==> config.mk <==
export PLATFORM = sky130hd
export DESIGN_NAME = simplez_ctrl_flat
export DESIGN_NICKNAME = d
export VERILOG_FILES = /design/src/rtl/simplez_ctrl_if.sv /design/src/rtl/simplez_ctrl.sv /design/src/flat_wrapper.sv
export SDC_FILE = /design/constraint.sdc
export NUM_CORES = 1
export LEC_CHECK = 0
export BUFFER_PORTS_ARGS = -buffer_cell sky130_fd_sc_hd__buf_2
export CORE_AREA = 2 2 39 41
export DETAILED_ROUTE_END_ITERATION = 16
export DIE_AREA = 0 0 41 43
export PLACE_DENSITY = 0.74
export SLEW_MARGIN = 20
export SYNTH_ARGS = -nofsm -noshare
export SYNTH_HDL_FRONTEND = slang
export SYNTH_SLANG_ARGS = --single-unit
==> constraint.sdc <==
create_clock -name clk -period 1.6 [get_ports clk]
set_input_delay 0.24 -clock clk [delete_from_list [all_inputs] [get_ports clk]]
set_output_delay 0.24 -clock clk [all_outputs]
set_load 0.01 [all_outputs]
==> src/rtl/simplez_ctrl_if.sv <==
// Simplez memory-side bus between the control unit and the memory/address mux.
//   mem_rd  : memory read request, held until mem_ack
//   mem_wr  : memory write request, held until mem_ack
//   ra_sel  : RA source select, 0 = CP, 1 = RI address field CD
//   mem_ack : memory completion, only meaningful while a request is up
// master = control unit side, slave = memory side.
interface simplez_ctrl_if;
    logic mem_rd;
    logic mem_wr;
    logic ra_sel;
    logic mem_ack;

    modport master (
        output mem_rd,
        output mem_wr,
        output ra_sel,
        input  mem_ack
    );

    modport slave (
        input  mem_rd,
        input  mem_wr,
        input  ra_sel,
        output mem_ack
    );
endinterface

==> src/rtl/simplez_ctrl.sv <==
// Simplez CPU control unit: sequences fetch / decode / execute of the
// 8-instruction ISA and drives the datapath register strobes.
// Ports:
//   clk, rst           : clock, synchronous active-high reset
//   opcode[2:0]        : RI[11:9], valid from DECODE onwards
//   zero               : AC == 0 flag
//   run, step          : free-run level / single-instruction pulse
//   bus (master)       : mem_rd, mem_wr, ra_sel out; mem_ack in
//   cp_clr/inc/load    : CP strobes (at most one active)
//   ri_load            : RI load from memory data
//   ac_ld/add/clr/dec  : AC strobes (at most one active)
//   stop               : 1 while halted
//   state[2:0]         : debug state code
module simplez_ctrl (
    input  logic                  clk,
    input  logic                  rst,
    input  logic [2:0]            opcode,
    input  logic                  zero,
    input  logic                  run,
    input  logic                  step,
    simplez_ctrl_if.master        bus,
    output logic                  cp_clr,
    output logic                  cp_inc,
    output logic                  cp_load,
    output logic                  ri_load,
    output logic                  ac_ld,
    output logic                  ac_add,
    output logic                  ac_clr,
    output logic                  ac_dec,
    output logic                  stop,
    output logic [2:0]            state
);

    typedef enum logic [2:0] {
        S_INIT   = 3'd0,
        S_FETCH  = 3'd1,
        S_DECODE = 3'd2,
        S_MEMRD  = 3'd3,
        S_MEMWR  = 3'd4,
        S_HALT   = 3'd7
    } state_t;

    localparam logic [2:0] OP_ST   = 3'b000;
    localparam logic [2:0] OP_LD   = 3'b001;
    localparam logic [2:0] OP_ADD  = 3'b010;
    localparam logic [2:0] OP_BR   = 3'b011;
    localparam logic [2:0] OP_BZ   = 3'b100;
    localparam logic [2:0] OP_CLR  = 3'b101;
    localparam logic [2:0] OP_DEC  = 3'b110;
    localparam logic [2:0] OP_HALT = 3'b111;

    state_t state_reg, state_next;
    logic   step_pend_reg, step_pend_next;
    // Remembers that the fetch request is already on the bus, so a run
    // drop while waiting for ack cannot withdraw the request.
    logic   fetch_busy_reg, fetch_busy_next;
    logic   go;
    logic   mem_rd, mem_wr, ra_sel;

    assign go         = run | step_pend_reg;
    assign bus.mem_rd = mem_rd;
    assign bus.mem_wr = mem_wr;
    assign bus.ra_sel = ra_sel;
    assign state      = state_reg;

    always_ff @(posedge clk) begin
        if (rst) begin
            state_reg      <= S_INIT;
            step_pend_reg  <= 1'b0;
            fetch_busy_reg <= 1'b0;
        end else begin
            state_reg      <= state_next;
            step_pend_reg  <= step_pend_next;
            fetch_busy_reg <= fetch_busy_next;
        end
    end

    always_comb begin
        state_next      = state_reg;
        step_pend_next  = step_pend_reg;
        fetch_busy_next = fetch_busy_reg;
        mem_rd  = 1'b0;
        mem_wr  = 1'b0;
        ra_sel  = 1'b0;
        cp_clr  = 1'b0;
        cp_inc  = 1'b0;
        cp_load = 1'b0;
        ri_load = 1'b0;
        ac_ld   = 1'b0;
        ac_add  = 1'b0;
        ac_clr  = 1'b0;
        ac_dec  = 1'b0;
        stop    = 1'b0;

        // A step while one is already pending simply re-sets the flag.
        if (step && state_reg != S_HALT) begin
            step_pend_next = 1'b1;
        end

        case (state_reg)
            S_INIT: begin
                cp_clr     = 1'b1;
                state_next = S_FETCH;
            end
            S_FETCH: begin
                if (go || fetch_busy_reg) begin
                    mem_rd = 1'b1;
                    if (bus.mem_ack) begin
                        ri_load         = 1'b1;
                        cp_inc          = 1'b1;
                        state_next      = S_DECODE;
                        // Completing fetch consumes the step (wins over a
                        // coincident step pulse).
                        step_pend_next  = 1'b0;
                        fetch_busy_next = 1'b0;
                    end else begin
                        fetch_busy_next = 1'b1;
                    end
                end
            end
            S_DECODE: begin
                case (opcode)
                    OP_ST:   state_next = S_MEMWR;
                    OP_LD,
                    OP_ADD:  state_next = S_MEMRD;
                    OP_BR: begin
                        cp_load    = 1'b1;
                        state_next = S_FETCH;
                    end
                    OP_BZ: begin
                        cp_load    = zero;
                        state_next = S_FETCH;
                    end
                    OP_CLR: begin
                        ac_clr     = 1'b1;
                        state_next = S_FETCH;
                    end
                    OP_DEC: begin
                        ac_dec     = 1'b1;
                        state_next = S_FETCH;
                    end
                    OP_HALT: state_next = S_HALT;
                    default: state_next = S_FETCH;
                endcase
            end
            S_MEMRD: begin
                ra_sel = 1'b1;
                mem_rd = 1'b1;
                if (bus.mem_ack) begin
                    if (opcode == OP_LD) begin
                        ac_ld = 1'b1;
                    end else begin
                        ac_add = 1'b1;
                    end
                    state_next = S_FETCH;
                end
            end
            S_MEMWR: begin
                ra_sel = 1'b1;
                mem_wr = 1'b1;
                if (bus.mem_ack) begin
                    state_next = S_FETCH;
                end
            end
            S_HALT: begin
                stop = 1'b1;
            end
            default: begin
                state_next = S_INIT;
            end
        endcase
    end

endmodule

==> src/flat_wrapper.sv <==
// flat-port wrapper written by rule: the top's interface ports become plain ports
module simplez_ctrl_flat 
  (clk, rst, opcode, zero, run, step, cp_clr, cp_inc, cp_load, ri_load, ac_ld, ac_add, ac_clr, ac_dec, stop, state, bus_mem_rd, bus_mem_wr, bus_ra_sel, bus_mem_ack);
  simplez_ctrl_if bus_i ();
  input  logic clk;
  input  logic rst;
  input  logic [2:0] opcode;
  input  logic zero;
  input  logic run;
  input  logic step;
  output logic cp_clr;
  output logic cp_inc;
  output logic cp_load;
  output logic ri_load;
  output logic ac_ld;
  output logic ac_add;
  output logic ac_clr;
  output logic ac_dec;
  output logic stop;
  output logic [2:0] state;
  output wire logic [$bits(bus_i.mem_rd)-1:0] bus_mem_rd;
  output wire logic [$bits(bus_i.mem_wr)-1:0] bus_mem_wr;
  output wire logic [$bits(bus_i.ra_sel)-1:0] bus_ra_sel;
  input wire logic [$bits(bus_i.mem_ack)-1:0] bus_mem_ack;
  assign bus_mem_rd = bus_i.mem_rd;
  assign bus_mem_wr = bus_i.mem_wr;
  assign bus_ra_sel = bus_i.ra_sel;
  assign bus_i.mem_ack = bus_mem_ack;
  simplez_ctrl u_core (.clk(clk), .rst(rst), .opcode(opcode), .zero(zero), .run(run), .step(step), .bus(bus_i), .cp_clr(cp_clr), .cp_inc(cp_inc), .cp_load(cp_load), .ri_load(ri_load), .ac_ld(ac_ld), .ac_add(ac_add), .ac_clr(ac_clr), .ac_dec(ac_dec), .stop(stop), .state(state));
endmodule
======== Word level (Yosys, flattened, before mapping) ========
Cells that the tools add are included.
word-level totals
  bits of input ports ..................... 9
  register bits ........................... 5
  word-level logic and storage cells ...... 61
  output and inout bits ................... 15
cells by class
  equality and inequality tests ........... 16
  mux-type cells .......................... 31
  reductions and logical operators ........ 9
  bitwise operators ....................... 2
operator list
  cell                                                                     count
  1-bit 2-to-1 mux                                                         24
  3-bit equality test, second input constant                               6
  3-bit case mux with 5 select lines                                       1
  3-bit by 2-bit equality test with 1-bit output, second input constant    4
  3-bit case mux with 4 select lines                                       1
  3-bit 2-to-1 mux                                                         3
  3-bit by 1-bit equality test with 1-bit output, second input constant    2
  3-bit logical NOT                                                        2
  2-bit by 1-bit inequality test with 1-bit output, second input constant  2
  1-bit case mux with 2 select lines                                       2
  4-bit AND reduction                                                      1
  2-bit OR reduction                                                       2
  4-bit OR reduction                                                       1
  3-bit inequality test, second input constant                             1
  2-bit inequality test, second input constant                             1
  2-bit AND reduction                                                      1
  1-bit logical AND                                                        1
  1-bit logical OR                                                         1
  1-bit inverter                                                           1
  1-bit bitwise OR                                                         1

======== Depth between registers and ports, before layout ========
Gate-level depths: netlist of the first run.
  word-level depth ........................ 6
  gate-level depth with buffers ........... 5
  depth with buffers taken out ............ 4

======== Least setup slack after synthesis of the first run ========
OpenSTA, ideal clock, no wires.
  kind .................................... register to output
  from .................................... register u_core.state_reg[1] (netlist: u_core.state[1])
  to ...................................... output ri_load
  arrival ................................. 1.246 ns
  setup slack ............................. 0.114 ns
  required time ........................... 1.360 ns
  stages on the path, launching flop included .. 5
  cells stage by stage .................... dfxtp_1 -> buf_4 -> nand2b_1 -> nor4_2 -> buf_4
between the ends
  longest elaborated chain between the ends .. 2
RTL lines
  item                                            line                RTL
  start, declared                                 simplez_ctrl.sv:52  state_t state_reg, state_next;
  start signal, assigned                          simplez_ctrl.sv:72  state_reg <= state_next;
  3-bit by 1-bit equality test with 1-bit output  --
  1-bit 2-to-1 mux                                --
  end, declared                                   flat_wrapper.sv:14  output logic ri_load;
Every way passes these cells.

======== Worst setup path in the final report of the first run ========
  from .................................... register u_core.fetch_busy_reg
  to ...................................... output bus_mem_rd
between the ends
  longest elaborated chain between the ends .. 3
RTL lines
  item                                line                 RTL
  start, declared                     simplez_ctrl.sv:56   logic fetch_busy_reg, fetch_busy_next;
  start signal, assigned              simplez_ctrl.sv:74   fetch_busy_reg <= fetch_busy_next;
  1-bit logical OR                    simplez_ctrl.sv:106  if (go || fetch_busy_reg) begin
  1-bit 2-to-1 mux                    simplez_ctrl.sv:106
  1-bit case mux with 2 select lines  simplez_ctrl.sv:100  case (state_reg)
  end, declared                       flat_wrapper.sv:21   output wire logic [$bits(bus_i.mem_rd)-1:0] bus_mem_rd;
Every way passes these cells.

==> results of run 1 <==
## per-layer routing
metal	vias up	share of wire (%)	GRT usage, %
met2	21	45	19.4
met3	0	7.8	1.57
met1	213	47	18.7
met4	0	0	6.00
li1	268	-	-
met5	-	0	0
## power by group through the flow
stage	Combinational (W)	Sequential [W]	Clock, W
after floorplan	0.000118	0.000158	0
after global placement	0.000160	0.000166	0
after detailed placement	0.000165	0.000167	0
after CTS	0.000166	0.000167	0.000151
after global routing	0.000188	0.000171	0.000161
final	0.000171	0.000169	0.000145
## kinds of logic after synthesis
| group | count (synthesis) | synth area share [%] |
|---|---|---|
| flip-flops | 5 | 21.5 |
| XOR/XNOR | 1 | 1.88 |
| AND/OR/NAND/NOR | 30 | 44.1 |
| buffers and inverters | 9 | 11.3 |
| AO/OA/AOI/OAI | 15 | 21.2 |
## final cells by class
cell class	instances	area, um^2
clock buffer	4	26.3
fill	148	753
inverter	3	11.3
multi-input combinational	46	329
sequential	5	106
tap	16	20.0
timing repair buffer	26	138
## how the worst min path moves through the flow
| stage | cells past startpoint | slack, ns | to |
|---|---|---|---|
| 2_1_floorplan | 1 | 0.30 | u_core.state[0] |
| 3_3_place_gp | 2 | 0.48 | u_core.state[0] |
| 3_5_place_dp | 2 | 0.48 | u_core.state[0] |
| 4_1_cts | 2 | 0.22 | u_core.state[0] |
| 5_1_grt | 2 | 0.23 | u_core.state[0] |
| 6_report | 2 | 0.23 | u_core.state[0] |
## what timing repair did
item	4_1_cts	5_1_grt
endpoints found under the hold margin	0	0
setup endpoints to repair	7	5
resized for setup	3	4
pin swaps	0	0
setup buffers	0	0
## synth_stat cells, drive strengths merged
library cell	number
nand2b	2
nor4	1
nor2	5
o21a	2
a211oi	1
a21oi	4
nand2	4
nand3	1
nor3	8
o22ai	1
xor2	1
a31oi	1
a221oi	1
inv	3
and4b	2
nand4bb	1
and3	1
nor4bb	1
a21o	1
nand3b	1
buf	6
nor3b	3
o211ai	1
dfxtp	5
o21ai	3
## worst max-delay path, cell delays in order (launching register included)
cell and delay (ns):
dfxtp_1 0.32, nor3_4 0.32, nor3_2 0.09, nand2b_1 0.15
buf_2 0.14
## per-stage QoR
stage | TNS, ns | utilization (%) | area, um^2 | setup WS (ns)
floorplan | 0 | - | 465 | 0.114
global placement | 0 | 42.0 | 582 | 0.254
detailed placement | 0 | 42.0 | 582 | 0.200
CTS | 0 | 44.5 | 616 | 0.0198
global route | -0.00752 | 45.6 | 631 | -0.00752
finish | 0 | 45.6 | 631 | 0.101
==> metrics, run 1 <==
share of cells above drive strength 1=50.0%; most frequent cells in the layout=23 x buf_2, 5 x nor3_1, 4 x nand2_1, 4 x a21oi_1; clock sink count=5; hold slack=0.228 ns; CTS buffer count=3; initial antenna violation count=0; syn_nets=69; crit path from=u_core.fetch_busy_reg; final wirelength=1160 um; H-Tree Depth=1; Synth top area share=21.5%; GRT Total Usage=13.3%; crit share post-route=93.7%; Arr. time, crit path=1.26 ns; via count=502; cells on worst reg2reg path=4; Slew @ Worst Pin=0.304 ns; total gr overflow=0; Combinational Power Share=35.3%; Critical Path End=bus_mem_rd; # nets final=94; Worst-Skew Late Latency=0.24 ns; switching pwr=0.000171 W; CTS tree=done; Overall Power=0.000485 W; peak supply drop=283 uV; required time worst endpoint=1.36 ns; Die W=41 um; Pleak=0.299 nW; clk slew on worst S/H paths=0.04 ns; sequential area share after synthesis=21.5%; Worst setup SP type=register; Synthesis Warnings=0; fmax=667 MHz; critical path endpoint category=output port; Initial Util=33.6%; vias per cell=5.02; Final setup viols=0; cts hold-fix bufs=0; leading area contributor after synthesis=dfxtp_1; fin cells=100; DP Cell Count=96; router iterations before antenna repair=3; clk_skew=0.000440 ns; Antenna Violating Nets Remaining=0; Layout area overhead=35.5%; power share of the clock group=29.9%; pin count of the biggest net entering global routing=15; Max Cap Viol=0; Core Box Area=0.00138 mm^2; Seq pwr share=34.8%; DRC Markers=0; Slew Limit Fails=0; Detail Placement HPWL=846 um; syn_area_per_cell=7.76 um^2; vias in the first global route=433; CP Class=reg2out; Reg-to-Reg End=u_core.state[0]; Die H=43 um; top cells by area, synth=dfxtp_1 22%, nor3_1 6.5%, a21oi_1 4.3%, and4b_1 4.3%, nor3_4 3.5%; most common cell after layout, fill and taps aside=buf_2; status=finished clean; Top Ports=24; Final Hold Viols=0; Mapped Cells=60; max reg flops=3; crit path time final=1.50 ns; synthesis-stage register bit count=5; Clock Path Buffers=2; Min-Delay Path Class=in2reg; number of buffers added on ports=23; GPL Wtd Cong=0.834; CP Max Fanout=4; Root Buffer=clkbuf_4; Yosys cell types=33; row cnt=14; first-pass GRT wire length=1680 um; die area=0.00176 mm^2; initial DRC count=3; Reg2Reg Launch Point=u_core.state[2]; r2r setup slk=0.37 ns; post-synthesis cell area=465 um^2; sw frac=35.2%; PD cells=769 mW/mm^2; Hold Crit Start=rst; Wirelength per Cell=11.6 um; antenna cells=0; Slew headroom=79.7%; Int Pwr=0.000314 W
(Power assumes the default switching activity.)
==> run 2, diff against run 1 <==
--- a/config.mk
+++ b/config.mk
@@ -6,9 +6,9 @@
 export NUM_CORES = 1
 export LEC_CHECK = 0
 export BUFFER_PORTS_ARGS = -buffer_cell sky130_fd_sc_hd__buf_2
-export CORE_AREA = 2 2 39 41
+export CORE_AREA = 8 8 45 47
 export DETAILED_ROUTE_END_ITERATION = 16
-export DIE_AREA = 0 0 41 43
+export DIE_AREA = 0 0 53 55
 export PLACE_DENSITY = 0.74
 export SLEW_MARGIN = 20
 export SYNTH_ARGS = -nofsm -noshare
==> run 2 against run 1 <==
Sequential cell count is the same. Design area is the same. Utilization is the same. Die area grew 65%. Non-clock buffer count shrank 1. Maximum frequency grew 0.65%. Cell count shrank 1.0%. Sequential power shrank 3%. Critical endpoint unchanged. Largest power group unchanged.
==> metrics, run 2 (synthesis results as in run 1) <==
share of cells above drive strength 1=49.4%; CP Class=reg2out; PD cells=779 mW/mm^2; GPL Wtd Cong=0.809; H-Tree Depth=1; number of buffers added on ports=23; total gr overflow=0; Initial Util=33.6%; RSZ-0062 raised after global routing=no; Die W=53 um; most frequent cells in the layout=23 x buf_2, 5 x nor3_1, 4 x a21oi_1; Top Ports=24; # Post-CTS Setup Buffers=0; crit share post-route=93.1%; critical path endpoint category=output port; Top delay family on crit path=simple AND/OR/NAND/NOR gates; Layout area overhead=35.5%; Antenna Violating Nets Remaining=0; pin count of the biggest net entering global routing=15; most common cell after layout, fill and taps aside=buf_2; Slowest cell on crit path=dfxtp_1; die area=0.00292 mm^2; Root Buffer=clkbuf_4; Slew Limit Fails=0; # nets final=93; Setup Total Neg Slack=0 ns; DRC Markers=0; initial antenna violation count=0; required time worst endpoint=1.36 ns; Min-Delay Path Class=in2reg; antenna cells=0; Pleak=0.296 nW; Slew @ Worst Pin=0.297 ns; vias in the first global route=483; Final setup viols=0; CTS buffer count=3; GRT Total Usage=9.56%; CTS tree=done; fmax=671 MHz; crit path cell chain=nor3_4, nor3_2, nand2b_1, buf_2; clk_skew=0.00398 ns; Wirelength per Cell=13.2 um; row cnt=14; Worst-Skew Late Latency=0.25 ns; clock sink count=5; CP max stage delay=0.33 ns; Detail Placement HPWL=994 um; Worst setup SP type=register; Die H=55 um; Max Cap Viol=0; Final Hold Viols=0; via count=520; crit path time final=1.49 ns; CP Max Fanout=4; Slew headroom=80.2%; router iterations before antenna repair=4; max reg flops=3; Clock Path Buffers=2; vias per cell=5.25; final wirelength=1310 um; peak supply drop=220 uV; first-pass GRT wire length=2100 um; Core Box Area=0.00138 mm^2; hold slack=0.233 ns; clk slew on worst S/H paths=0.05 ns; Buf/Inv on CP=1; Arr. time, crit path=1.25 ns; initial DRC count=5; status=finished clean
==> run 2: metal layers <==
layer  track usage (%)  part of all wire, %  vias up
li1                  -                    -      268
met1              11.1                   43      224
met2              14.1                   42       24
met3              4.01                   12        4
met4              6.47                  2.9        0
met5                 0                    0        -
==> run 2: worst paths after layout <==
check | startpoint | end | slack, ns | cells after the start
worst max register to register | u_core.state[2] | u_core.state[0] | 0.40 | 4
worst min-delay path | rst | u_core.state[0] | 0.23 | 2
worst max-delay path | u_core.fetch_busy_reg | bus_mem_rd | 0.11 | 4
worst min register to register | u_core.fetch_busy_reg | u_core.fetch_busy_reg | 0.53 | 2
==> run 2: per-stage QoR <==
step	std cells	power [W]	area (um^2)	setup WS (ns)	utilization (%)
2_1_floorplan	60	0.000276	465	0.114	-
3_5_place_dp	95	0.000330	574	0.250	41.5
4_1_cts	99	0.000486	606	0.0245	43.8
5_1_grt	99	0.000529	631	0.0251	45.6
3_3_place_gp	95	0.000325	574	0.286	41.5
6_report	99	0.000491	631	0.110	45.6
==> run 2: layout make-up <==
class / count / area, um^2
fillers: 147 / 753
multi-input cells: 46 / 337
repair buffers: 25 / 134
flip-flops and latches: 5 / 103
clock buffers: 4 / 26.3
well taps: 16 / 20.0
inverters: 3 / 11.3
==> run 2: what timing repair did <==
item,CTS,global route
resized for setup,3,5
pin swaps,0,0
hold buffers,0,0
endpoints found under the setup margin,4,7
==> run 2: report_power, final <==
group / switching, W / total [W] / internal [W]
Clock: 0.0000549 / 0.000149 / 0.0000945
Combinational: 0.0000986 / 0.000178 / 0.0000792
Sequential: 0.0000238 / 0.000164 / 0.000140
Total: 0.000177 / 0.000491 / 0.000314
==> run 3, diff against run 2 <==
--- a/config.mk
+++ b/config.mk
@@ -10,6 +10,7 @@
 export DETAILED_ROUTE_END_ITERATION = 16
 export DIE_AREA = 0 0 53 55
 export PLACE_DENSITY = 0.74
+export RECOVER_POWER = 100
 export SLEW_MARGIN = 20
 export SYNTH_ARGS = -nofsm -noshare
 export SYNTH_HDL_FRONTEND = slang
==> run 3 against run 2 <==
Die area unchanged. Global-route usage unchanged. Utilization down 0.54 points. Register-to-register slack worse by 0.02 ns. First-iteration DRC count up 120%. Critical path type unchanged. Largest cell class unchanged.
==> metrics, run 3 (synthesis results as in run 1) <==
status=finished clean; cts hold-fix bufs=0; Top delay family on crit path=flip-flops; Final setup viols=0; vias in the first global route=483; crit share post-route=93.8%; Pleak=0.269 nW; Die H=55 um; final wirelength=1320 um; required time worst endpoint=1.36 ns; # Post-CTS Setup Buffers=0; antenna cells=0; hold depth=2; Overall Power=0.000487 W; Slowest cell on crit path=dfxtp_1; cells on worst reg2reg path=4; Die W=53 um; max reg flops=3; CP max stage delay=0.40 ns; Final Hold Viols=0; Layout area overhead=33.9%; Max Cap Viol=0; Worst setup SP type=register; crit path cell chain=buf_6, nand2_2, nor3_1, clkbuf_2; H-Tree Depth=1; CP Max Fanout=13; GRT Total Usage=9.56%; Buf/Inv on CP=2; fin util=45.0%; Slew Limit Fails=0; cts repair resizes=3; router iterations before antenna repair=4; number of buffers added on ports=23; CTS tree=done; GPL Wtd Cong=0.809; Detail Placement HPWL=994 um; fmax=666 MHz; total gr overflow=0; via count=517; Initial Util=33.6%; RSZ-0062 raised after global routing=no; Clock Path Buffers=2; vias per cell=5.22; Min-Delay Path Class=in2reg; row cnt=14; Worst-Skew Late Latency=0.25 ns; r2r setup slk=0.38 ns; WP depth=4; clk_skew=0.00356 ns; Slew headroom=79.9%; critical path endpoint category=output port; Core Box Area=0.00138 mm^2; clock sink count=5; peak supply drop=220 uV; # nets final=93; clk slew on worst S/H paths=0.05 ns; die area=0.00292 mm^2; Root Buffer=clkbuf_4; initial antenna violation count=0; Wirelength per Cell=13.3 um; most common cell after layout, fill and taps aside=buf_2; first-pass GRT wire length=2100 um; most frequent cells in the layout=12 x buf_2, 7 x clkbuf_1, 5 x nor3_1, 5 x clkbuf_2, 4 x a21oi_1; Arr. time, crit path=1.26 ns; initial DRC count=11; crit path time final=1.50 ns; CTS buffer count=3; Antenna Violating Nets Remaining=0; Slew @ Worst Pin=0.301 ns; share of cells above drive strength 1=42.2%; CP Class=reg2out; Setup Total Neg Slack=0 ns; Top Ports=24; PD cells=782 mW/mm^2; DRC Markers=0; pin count of the biggest net entering global routing=15
==> run 3: where the power goes <==
group | internal (W) | switching, W | leakage (nW)
clock | 0.0000945 | 0.0000542 | 0.0150
sequential | 0.000140 | 0.0000238 | 0.0422
combinational | 0.0000755 | 0.0000991 | 0.212
==> run 3: stage by stage <==
stage | setup slack (ns) | hold slack (ns) | cells | cell area, um^2
5_1_grt | 0.0164 | 0.232 | 99 | 623
3_5_place_dp | 0.250 | 0.483 | 95 | 574
6_report | 0.0988 | 0.236 | 99 | 623
3_3_place_gp | 0.286 | 0.486 | 95 | 574
2_1_floorplan | 0.114 | 0.305 | 60 | 465
4_1_cts | 0.0245 | 0.215 | 99 | 606
==> run 3: worst paths after layout <==
| check | to | from |
|---|---|---|
| hold / removal | u_core.state[0] | rst |
| hold reg to reg | u_core.fetch_busy_reg | u_core.fetch_busy_reg |
| setup reg to reg | u_core.state[0] | u_core.state[2] |
| setup / recovery | ac_add | u_core.state[0] |
==> run 3: final cells by class <==
type,count,area [um^2]
Fill cell,149,761
Clock buffer,4,26.3
Inverter,3,11.3
Sequential cell,5,103
Multi-Input combinational cell,46,337
Tap cell,16,20.0
Timing Repair Buffer,25,126
==> run 3: per-layer routing <==
layer | GRT usage, % | vias to the layer above | routed length (um) | part of all wire [%]
met3 | 4.01 | 4 | 137 | 10
met4 | 6.47 | 0 | 38 | 2.9
met1 | 11.1 | 223 | 588 | 45
met2 | 14.1 | 24 | 552 | 42
met5 | 0 | - | 0 | 0
li1 | - | 266 | - | -
